### src/rtl/instr_fetch_queue.sv
// instr_fetch_queue: sequential-PC fetch front end with a req/ack instruction-memory port
// and a DEPTH-entry {pc, instr} FIFO; define FETCH_PERF_EN to enable the stall_count counter.
module instr_fetch_queue #(
    parameter int DEPTH   = 4,
    parameter int ADDR_W  = 64,
    parameter int INSTR_W = 32
) (
    input  logic               CLK,
    input  logic               resetl,
    input  logic [ADDR_W-1:0]  startpc,
    input  logic               redirect,
    input  logic [ADDR_W-1:0]  redirect_pc,
    output logic               mem_req,
    output logic [ADDR_W-1:0]  mem_addr,
    input  logic               mem_ack,
    input  logic [INSTR_W-1:0] mem_data,
    output logic               inst_valid,
    output logic [INSTR_W-1:0] inst_data,
    output logic [ADDR_W-1:0]  inst_pc,
    input  logic               inst_ready,
    output logic [31:0]        stall_count
);
    localparam int PTR_W = $clog2(DEPTH);
    localparam int CNT_W = PTR_W + 1;
    localparam logic [CNT_W-1:0]  DEPTH_C    = CNT_W'(DEPTH);
    localparam logic [ADDR_W-1:0] ALIGN_MASK = ~ADDR_W'(3);
    localparam logic [ADDR_W-1:0] WORD       = ADDR_W'(4);

    typedef enum logic [1:0] {BOOT, ISSUE, REQ, DISCARD} state_t;
    state_t state, state_nxt;

    logic [ADDR_W-1:0]  fetch_pc;
    logic [ADDR_W-1:0]  pc_mem   [DEPTH];
    logic [INSTR_W-1:0] data_mem [DEPTH];
    logic [PTR_W-1:0]   rd_ptr, wr_ptr;
    logic [CNT_W-1:0]   count, count_after;
    logic               redir, push, pop, issue, stay_req;

    // Redirects are meaningless before the boot PC has been loaded.
    assign redir       = redirect && (state != BOOT);
    assign push        = (state == REQ) && mem_ack && !redir;
    assign pop         = inst_valid && inst_ready;
    assign count_after = count + CNT_W'(push) - CNT_W'(pop);
    assign issue       = (state == ISSUE) && !redir && (count < DEPTH_C);
    assign stay_req    = push && (count_after < DEPTH_C);

    // NOTE: sequential state uses non-blocking (<=) so every register samples pre-edge values.
    always_ff @(posedge CLK or negedge resetl) begin
        if (!resetl) state <= BOOT;
        else         state <= state_nxt;
    end

    // NOTE: state_nxt gets a default before the case so no path leaves it unassigned (no latch).
    always_comb begin
        state_nxt = state;
        case (state)
            BOOT:    state_nxt = ISSUE;
            ISSUE:   if (issue) state_nxt = REQ;
            REQ: begin
                if (redir)                     state_nxt = mem_ack ? ISSUE : DISCARD;
                else if (mem_ack && !stay_req) state_nxt = ISSUE;
            end
            DISCARD: if (mem_ack) state_nxt = ISSUE;
            default: state_nxt = BOOT;
        endcase
    end

    always_comb begin
        mem_req = (state == REQ) || (state == DISCARD);
    end

    always_ff @(posedge CLK or negedge resetl) begin
        if (!resetl) begin
            fetch_pc <= '0;
            mem_addr <= '0;
        end else begin
            if (state == BOOT)  fetch_pc <= startpc & ALIGN_MASK;
            else if (redir)     fetch_pc <= redirect_pc & ALIGN_MASK;
            else if (push)      fetch_pc <= fetch_pc + WORD;

            // In DISCARD the old address is held until the stale response returns.
            if (issue)          mem_addr <= fetch_pc;
            else if (stay_req)  mem_addr <= fetch_pc + WORD;
        end
    end

    // NOTE: the small storage array is reset so the head outputs read zero out of reset.
    always_ff @(posedge CLK or negedge resetl) begin
        if (!resetl) begin
            rd_ptr <= '0;
            wr_ptr <= '0;
            count  <= '0;
            for (int i = 0; i < DEPTH; i++) begin
                pc_mem[i]   <= '0;
                data_mem[i] <= '0;
            end
        end else if (redir) begin
            // A same-cycle pop has already been taken by the consumer; the rest is dropped.
            rd_ptr <= '0;
            wr_ptr <= '0;
            count  <= '0;
        end else begin
            if (push) begin
                pc_mem[wr_ptr]   <= mem_addr;
                data_mem[wr_ptr] <= mem_data;
                wr_ptr           <= wr_ptr + PTR_W'(1);
            end
            if (pop) rd_ptr <= rd_ptr + PTR_W'(1);
            count <= count_after;
        end
    end

    assign inst_valid = (count != '0);
    assign inst_data  = data_mem[rd_ptr];
    assign inst_pc    = pc_mem[rd_ptr];

`ifdef FETCH_PERF_EN
    always_ff @(posedge CLK or negedge resetl) begin
        if (!resetl)
            stall_count <= '0;
        else if (inst_ready && !inst_valid && (stall_count != 32'hFFFF_FFFF))
            stall_count <= stall_count + 32'd1;
    end
`else
    assign stall_count = 32'h0;
`endif

endmodule

### config.mk
export PLATFORM = sky130hd
export DESIGN_NAME = instr_fetch_queue
export DESIGN_NICKNAME = d
export VERILOG_FILES = /design/src/rtl/instr_fetch_queue.sv
export SDC_FILE = /design/constraint.sdc
export NUM_CORES = 1
export LEC_CHECK = 0
export BUFFER_PORTS_ARGS = -buffer_cell sky130_fd_sc_hd__buf_2
export CAP_MARGIN = 0
export CORE_ASPECT_RATIO = 0.5
export CORE_MARGIN = 1
export CORE_UTILIZATION = 60
export DETAILED_ROUTE_END_ITERATION = 8
export PLACE_DENSITY_LB_ADDON = 0.05
export SYNTH_ARGS = -nofsm -noshare
export SYNTH_HDL_FRONTEND = slang
export SYNTH_SLANG_ARGS = --single-unit
### constraint.sdc
create_clock -name CLK -period 8.3 [get_ports CLK]
set_input_delay 0.415 -clock CLK [delete_from_list [all_inputs] [get_ports CLK]]
set_output_delay 0.415 -clock CLK [all_outputs]
set_load 0.005 [all_outputs]
* Word-level counts from Yosys, hierarchy flattened
Index checks and enable logic that the tools add are counted.
** Storage, ports and cells
- Bits of input ports :: 165
- Output and inout port bits :: 194
- Bits in registers :: 521
- Logic and storage cells :: 82
** Cells by class
- Eq/ne operators :: 6
- $lt $le $gt $ge :: 5
- Mux-type cells :: 28
- Bitwise gates (word level) :: 3
- Reductions and logical operators :: 21
- Add/subtract/negate cells :: 5
** Operator list (count)
- two-way mux 64 bit :: 8
- bitwise mux 256 bit :: 1
- binary-select mux 64 bit (select 2 bit) :: 1
- bitwise mux 128 bit :: 1
- demux 64 bit (select 2 bit) :: 1
- two-way mux 32 bit :: 3
- adder 64 x 3 -> 64 bit (second input constant) :: 1
- binary-select mux 32 bit (select 2 bit) :: 1
- demux 32 bit (select 2 bit) :: 1
- two-way mux 2 bit :: 9
- logical AND 1 bit :: 9
- case mux 2 bit (4 select lines) :: 1
- nonzero test 2 bit :: 4
- greater-or-equal comparator 3 bit (second input constant) :: 2
- < comparator 3 bit (second input constant) :: 2
- NOT 2 -> 3 bit :: 2
- nonzero test 3 bit :: 2
- adder 2 x 1 -> 2 bit (second input constant) :: 2
- equality test 2 bit (second input constant) :: 2
- inequality test 2 bit (second input constant) :: 2
- adder 3 x 1 -> 3 bit :: 1
- < comparator 3 x 1 -> 1 bit (second input constant) :: 1
- two-way mux 3 bit :: 1
- inequality test 3 bit (second input constant) :: 1
- other kinds (8) :: 9

* Depth between registers and ports, before layout
Gate-level depths: netlist (run 1).
- Word-level depth :: 13
- Mapped depth :: 18
- Mapped depth without buffers :: 14

* Least setup slack after synthesis (run 1)
Ideal clock, no wire load.
- Path type :: register to register
- Start :: register state[0]
- End :: register mem_addr[25]
- Path slack :: 4.503 ns
- Cell stages (with the launch flop) :: 19
- Clock period less this slack :: 3.797 ns
- Path buffers :: 4
- Data required time :: 8.234 ns
- Data arrival time :: 3.731 ns
- Library setup time :: 0.066 ns
- Cell sequence :: dfrtp_1 inv_1 ha_1 clkbuf_1 nand2_1 nor2_1 inv_1 ha_1 inv_1 ha_1 fa_1 xor3_1 and3_1 clkbuf_1 buf_2 clkbuf_1 o21ai_0 a31oi_1 o31a_1
** On the way
- Longest elaborated chain between the ends :: 9
- Elaborated cells between the ends (all ways) :: 15
- Classes of those cells :: 2 x add/sub; 1 x order compare; 2 x eq/ne; 1 x mux; 9 x reduce/logical
** RTL lines
- start: declaration :: RTL line 30 : state_t state, state_nxt;
- start signal: assignment :: RTL line 50 : else state <= state_nxt;
- nonzero test 2 bit :: RTL line 40 : assign redir = redirect && (state != BOOT);
- logical AND 1 bit :: RTL line 40
- logical NOT 1 bit :: RTL line 41, 44
- logical AND 1 bit :: RTL line 41 : assign push = (state == REQ) && mem_ack && !redir;
- adder 3 x 1 -> 3 bit :: RTL line 43 : assign count_after = count + CNT_W'(push) - CNT_W'(pop);
- subtractor 3 x 1 -> 3 bit :: RTL line 43
- < comparator 3 bit :: RTL line 45 : assign stay_req = push && (count_after < DEPTH_C);
- logical AND 1 bit :: RTL line 45
- nonzero test 2 bit (no source line)
- end signal: assignment :: RTL line 82 : if (issue) mem_addr <= fetch_pc;
- end signal: assignment :: RTL line 83 : else if (stay_req) mem_addr <= fetch_pc + WORD;
- end: declaration :: RTL line 14 : output logic [ADDR_W-1:0] mem_addr,
Parallel ways exist; a longest one is shown, timed or not.
A chain may end at the register's enable or synchronous reset.

* Final worst setup path (run 1)
- Start :: register state[0]
- End :: register mem_addr[54]
Same word-level chain as after synthesis.

==> results.toml, run 1 <==
[placement]
portBuffers = 318
hpwl_mm = 42.66
dpl_cell_area_um2 = 27560
gp_congestion = 0.9212
place_ws_ns = 2.737
dp_cells = 2861

[synthesis]
synth.cell_area_um2 = 25810
synth_edf_count = 0
syn_avg_cell_area_um2 = 12.10
yosys_most_used_dff = "dfrtp_1"
synth_top_family_by_area = "multiplexers"
yosys.area_share.adder = 0.006109
synthArstFlopShare = 1.000
yosysWarnings = 0
synthSimpleGateAreaFrac = 0.1041
syn_inst = 2133
ys_types = 74
ys_ff_latch = 509
synth_seq_area_share = 0.4936
synth_xor_area_frac = 0.01280
synth-compound-area-share = 0.08577
synthMuxAreaShare = 0.2541

[critical_path]
critPathArrivalTime_ns = 6.14
cp-start-kind = "flip-flop"
crit_required_ns = 8.79
cp_max_fo = 38
criticalPathCategory = "flip-flop to flip-flop"
end_kind = "flip-flop"

[floorplanning]
dieArea_um2 = 43890
placement_rows = 53
pin_count = 359
core_region_area_um2 = 42180
chipWidth_um = 295.3
die_h_um = 148.6
start_util = 0.6119

[pwr]
combPwrFrac = 0.336
intPower_mw = 6.091
p_clk_frac = 0.234
pwr-share-seq = 0.430
p_sw_frac = 0.3614
cellLeakagePower_nw = 13.47
total_power_mw = 9.538
ir_drop_uv = 178.6
power.density_nw_per_um2 = 327.7
p_sw_mw = 3.447

[route]
viasPerCell = 6.385
drt_iter0_markers = 1506
detail_route.first_pass.iterations = 5
wl_mm = 67.29
ant_nets = 0
vias = 18820
route.detailed.drc = 0
routedWlPerCell_um = 22.83

[finish]
final_common_cell = "dfrtp_1"
finalNetCount = 2509
regArea_um2 = 12740
multiInputGateArea_um2 = 12160
nFillCells = 3238
areaGrowthSynthToFinish_pct = 12.80
layout_common_cells = "dfrtp_1, mux2_2, buf_2"
post-route-cell-area_um2 = 29110
postLayoutCoreUtil = 0.6902
final_layout_size_suffix_gt1_frac = 0.3936
fin_cells = 2947

[timing]
min_period_over_period = 0.6810
whs_ns = 0.05368
finalMaxSlewViolations = 0
min_period_ns = 5.652
tightest_slew_ns = 1.106
fin_ws_ns = 2.648
tns_ns = 0
relSlewSlack = 0.2558
rsz0062_at_grt = "false"
clock.fmax_mhz = 176.9
final_hold_viol_count = 0
clock_skew_ns = 0.03562
setup_viol = 0

[cts]
clk_pin_slew_ns = 0.07
cts_tree = "built"
cts_buffers = 45
clock-sinks = 509
htree_levels = 2
clk_path_buf_depth = 3
cts_root_buf = "clkbuf_16"
clk_latency_ns = 0.58
postCtsSetupRepairBufs = 0

[run]
drv_cap = 0

[grt]
grt_pass1_wl_mm = 105.4
gr-usage-all-layers = 0.3096
grt_antenna_before_repair = 2
overflow = 0
grt_pass1_vias = 18450
grt_max_degree = 151

[run_status]
outcome = "finished clean"

[hold_path]
hold_class = "primary input to flip-flop"
[sequential cells by signal, indices dropped and copies added, names as in the netlist]
name	flops
pc_mem	248
data_mem	128
fetch_pc	62
mem_addr	62
count	3
rd_ptr	2
state	2
wr_ptr	2
[timing repair]
| item | 4_1_cts | 5_1_grt |
|---|---|---|
| resized for setup | 0 | 0 |
| endpoints found under the hold margin | 100 | 0 |
| setup endpoints to repair | 0 | 0 |
| hold buffers | 1 | 0 |
[worst paths after layout]
path                             startpoint            to  slack (ns)  depth (start not counted)
worst min-delay path            startpc[36]  fetch_pc[36]        0.05                          3
worst max-delay path               state[0]  mem_addr[54]        2.65                         15
min in group asynchronous            resetl  data_mem[73]        0.48                          2
max in group asynchronous            resetl   pc_mem[239]        5.81                          4
worst min register to register    pc_mem[9]     pc_mem[9]        0.50                          1
worst max register to register     state[0]  mem_addr[54]        2.65                         15
[per-layer routing]
metal	wire, um	vias to the layer above	track usage
li1	-	8334	-
met1	29010	9610	0.4333
met2	31480	730	0.4911
met3	4515	142	0.05589
met4	2285	0	0.1070
met5	0	-	0
[critical path, stage by stage, from the launching register on]
cell	delay, ns
dfrtp_1	0.42
inv_1	0.13
ha_1	0.43
nand2_1	0.43
nor2_1	0.79
inv_1	0.13
ha_1	0.33
inv_1	0.04
ha_1	0.19
fa_1	0.37
xor3_1	0.52
nand3_2	0.45
buf_4	0.49
or4_1	0.53
mux2_2	0.27
nand3_1	0.08
[synth_stat cells (all sizes together) (14+ instances only)]
| library cell | count | area share |
|---|---|---|
| o21ai | 105 | 0.020 |
| nand3 | 62 | 0.012 |
| nor3 | 33 | 0.0066 |
| or4 | 14 | 0.0042 |
| o22ai | 14 | 0.0034 |
| mux2 | 380 | 0.17 |
| buf | 79 | 0.018 |
| nor4 | 38 | 0.012 |
| a22oi | 29 | 0.0084 |
| a21oi | 65 | 0.013 |
| a221o | 15 | 0.0058 |
| dfrtp | 509 | 0.49 |
| nor2 | 51 | 0.0074 |
| clkbuf | 150 | 0.022 |
| o221ai | 16 | 0.0054 |
| and4 | 15 | 0.0051 |
| mux4 | 94 | 0.082 |
| mux2i | 16 | 0.0062 |
| nand2 | 134 | 0.019 |
| inv | 25 | 0.0036 |
| nand4 | 56 | 0.014 |
| and3 | 22 | 0.0053 |
| a31oi | 21 | 0.0051 |
| xnor2 | 25 | 0.0085 |
[power groups by stage]
stage               logic [mW]  registers, mW  clock network (mW)
floorplan                 2.45           3.59                   0
global placement          3.13           4.08                   0
detailed placement        3.20           4.11                   0
CTS                       3.22           4.07                2.27
global route              3.50           4.20                2.36
finish                    3.21           4.10                2.23
[cells by family (layout without fill, tap and decap cells)]
kind of cell	after synthesis	after routing
fa+ha+maj	12	12
flops	509	509
simple gates	490	490
xor+xnor	36	36
compound gates	339	339
mux	490	490
buf+inv	256	456
other cells	1	38
[layout make-up]
| cell class | instances | share of cell area |
|---|---|---|
| antenna | 2 | 0.0001719 |
| clock buffer | 65 | 0.04298 |
| tap | 577 | 0.02480 |
| clock inverter | 18 | 0.009800 |
| inverter | 27 | 0.003482 |
| sequential | 509 | 0.4378 |
| timing repair buffer | 346 | 0.06318 |
| multi-input combinational | 1403 | 0.4178 |
(Power assumes the default switching activity.)
==> inputs of run 2 (changes only) <==
- ABC_AREA: not set -> 1
- CORE_UTILIZATION: 60 -> 52
- clock period: 8.3 -> 4.9 ns (I/O delays scaled with it)
==> run 2 against run 1 <==
Net effect:
- sequential share of layout area fell by 0.50 points
- critical path depth fell by 2
- critical endpoint is now fetch_pc[9]
- synthesized cell count rose by 52%
- total power rose by 82%
- area after synthesis fell by 2.8%
- fmax rose by 39%
- via count rose by 23%
- critical path type unchanged
- sequential cell count did not move
==> results.toml, run 2 <==
[grt]
grt_busiest_layer = "met2"
grt_pass1_vias = 21270
grt_use_met2 = 0.4687
grt_pass1_wl_mm = 121.1
grt_antenna_before_repair = 0
grt_max_degree = 189
overflow = 0
gr-usage-all-layers = 0.3179
grt_use_met1 = 0.4631
grt_util_met3 = 0.07694

[floorplanning]
core_region_area_um2 = 47230
dieArea_um2 = 49170
start_util = 0.5311
placement_rows = 56
pin_count = 359
die_h_um = 157.3
chipWidth_um = 312.6

[route]
drt_iter0_markers = 2360
wl_mm = 78.60
routedWlPerCell_um = 18.61
viasPerCell = 5.470
detail_route.first_pass.iterations = 5
vias = 23100
ant_nets = 0
route.detailed.drc = 0

[synthesis]
synth_top_family_by_area = "simple AND/OR/NAND/NOR gates"
synthSimpleGateAreaFrac = 0.2181
syn_inst = 3245
yosys_most_used_dff = "dfrtp_1"
ys_types = 35
synth_seq_area_share = 0.5078
synthArstFlopShare = 1.000
synthMuxAreaShare = 0
ys_ff_latch = 509
synth.cell_area_um2 = 25080
synth_top_area_share = 0.5078
yosysTopAreaCell = "dfrtp_1"
syn_avg_cell_area_um2 = 7.729
synth_xor_area_frac = 0.009778
yosysWarnings = 0
yosys.area_share.adder = 0.006286
synth_most_common_cell = "nand2_1"
synth_edf_count = 0
synth_common_cells = "nand2_1, o21ai_0, dfrtp_1"
synth-compound-area-share = 0.1784
synth_area_leaders = "dfrtp_1, nand2_1, o21ai_0, nor2_1, inv_1"

[cts]
cts_root_buf = "clkbuf_16"
cts_tree = "built"
htree_levels = 2
cts_resized = 0
clk_pin_slew_ns = 0.06
clk_latency_ns = 0.58
cts_buffers = 46
clk_path_buf_depth = 3
clock-sinks = 509

[critical_path]
reg2reg_depth = 13
end_kind = "flip-flop"
crit_required_ns = 5.37
reg2reg_slack_ns = 0.85
worst_r2r_endpoint = "fetch_pc[9]"
criticalPathCategory = "flip-flop to flip-flop"
cp_max_fo = 42
critPathArrivalTime_ns = 4.52
cp-start-kind = "flip-flop"
r2r_start = "state[0]"

[finish]
largest_reg_flops = 248
reg.largest.list = "pc_mem (248), data_mem (128)"
layout_common_cells = "nand2_1, o21ai_0, dfrtp_1"
final_common_cell = "nand2_1"
regArea_um2 = 12740
areaGrowthSynthToFinish_pct = 17.37
multiInputGateArea_um2 = 10540
finalNetCount = 3727
n_antenna_cell = 0
nFillCells = 4331
final_layout_size_suffix_gt1_frac = 0.1244
fin_cells = 4223
top_register = "pc_mem"

[timing]
clock.fmax_mhz = 246.7
min_period_ns = 4.054
clock_skew_ns = 0.02111
final_hold_viol_count = 0
tns_ns = 0
finalMaxSlewViolations = 0
setup_viol = 0
relSlewSlack = 0.2115
min_period_over_period = 0.8273
tightest_slew_ns = 1.183
rsz0062_at_grt = "false"

[pwr]
power.density_nw_per_um2 = 591.0
total_power_mw = 17.40
cellLeakagePower_nw = 14.47
ir_drop_uv = 359.9

[placement]
portBuffers = 318
dp_cells = 4033
hpwl_mm = 50.49
gp_congestion = 0.9688

[hold_path]
whs_path_depth = 3
hold_class = "primary input to flip-flop"
hold_start = "redirect_pc[4]"
whs_endpoint = "fetch_pc[4]"

[run]
drv_cap = 0

[run_status]
outcome = "finished clean"
-- run 2: cell families (layout without fill, tap and decap cells) --
| family | count (synthesis) | count (layout) |
|---|---|---|
| fa+ha+maj | 12 | 12 |
| compound gates | 831 | 831 |
| xor+xnor | 28 | 28 |
| other cells | 1 | 36 |
| buf+inv | 467 | 772 |
| flops | 509 | 509 |
| simple gates | 1397 | 1397 |
-- run 2: critical path: stages (launching register included) --
cell and delay (ns):
dfrtp_1 0.39, inv_1 0.08, ha_2 0.21, nor2_4 0.17, buf_4 0.33, inv_2 0.44
nand2_2 0.38, inv_2 0.04, nand2_1 0.06, buf_4 0.45, inv_2 0.38, a22o_1 0.27
o21bai_1 0.15, dlygate4sd3_1 0.57
-- run 2: how the worst max path moves through the flow --
stage | startpoint | end | cells after the start
2_1_floorplan | state[0] | mem_addr[37] | 17
3_3_place_gp | state[0] | mem_addr[21] | 16
3_5_place_dp | state[0] | mem_addr[23] | 16
4_1_cts | state[0] | fetch_pc[9] | 13
5_1_grt | state[0] | fetch_pc[9] | 13
6_report | state[0] | fetch_pc[9] | 13
-- run 2: where the power goes --
| part | internal [mW] | switching, mW |
|---|---|---|
| combinational | 2.52 | 4.49 |
| clock | 2.11 | 1.68 |
| sequential | 5.42 | 1.18 |
| total | 10.1 | 7.34 |
-- run 2: per-layer routing --
layer / vias to the layer above / wire [um]
li1: 11080 / -
met1: 11020 / 35880
met2: 869 / 33680
met3: 131 / 6754
met4: 0 / 2285
met5: - / 0
-- run 2: stage by stage --
step | utilization | hold slack, ns | setup slack (ns) | instance area (um^2)
2_1_floorplan | - | -0.05059 | 2.048 | 25210
3_3_place_gp | 0.5678 | 0.3808 | 1.291 | 26820
3_5_place_dp | 0.5678 | 0.3877 | 1.166 | 26820
4_1_cts | 0.6234 | 0.00002570 | 0.9016 | 29440
5_1_grt | 0.6234 | 0.001729 | 0.6684 | 29440
6_report | 0.6234 | 0.005045 | 0.8464 | 29440
-- run 2: repair_timing --
item,CTS,global route
buffers inserted,0,0
endpoints found under the hold margin,274,0
hold buffers,107,0
-- run 2: layout make-up --
| class | instances | area share |
|---|---|---|
| clock inverter | 12 | 0.005653 |
| inverter | 241 | 0.03081 |
| multi-input combinational | 2304 | 0.3582 |
| sequential | 509 | 0.4328 |
| timing repair buffer | 448 | 0.09835 |
| clock buffer | 71 | 0.04705 |
| tap | 638 | 0.02712 |
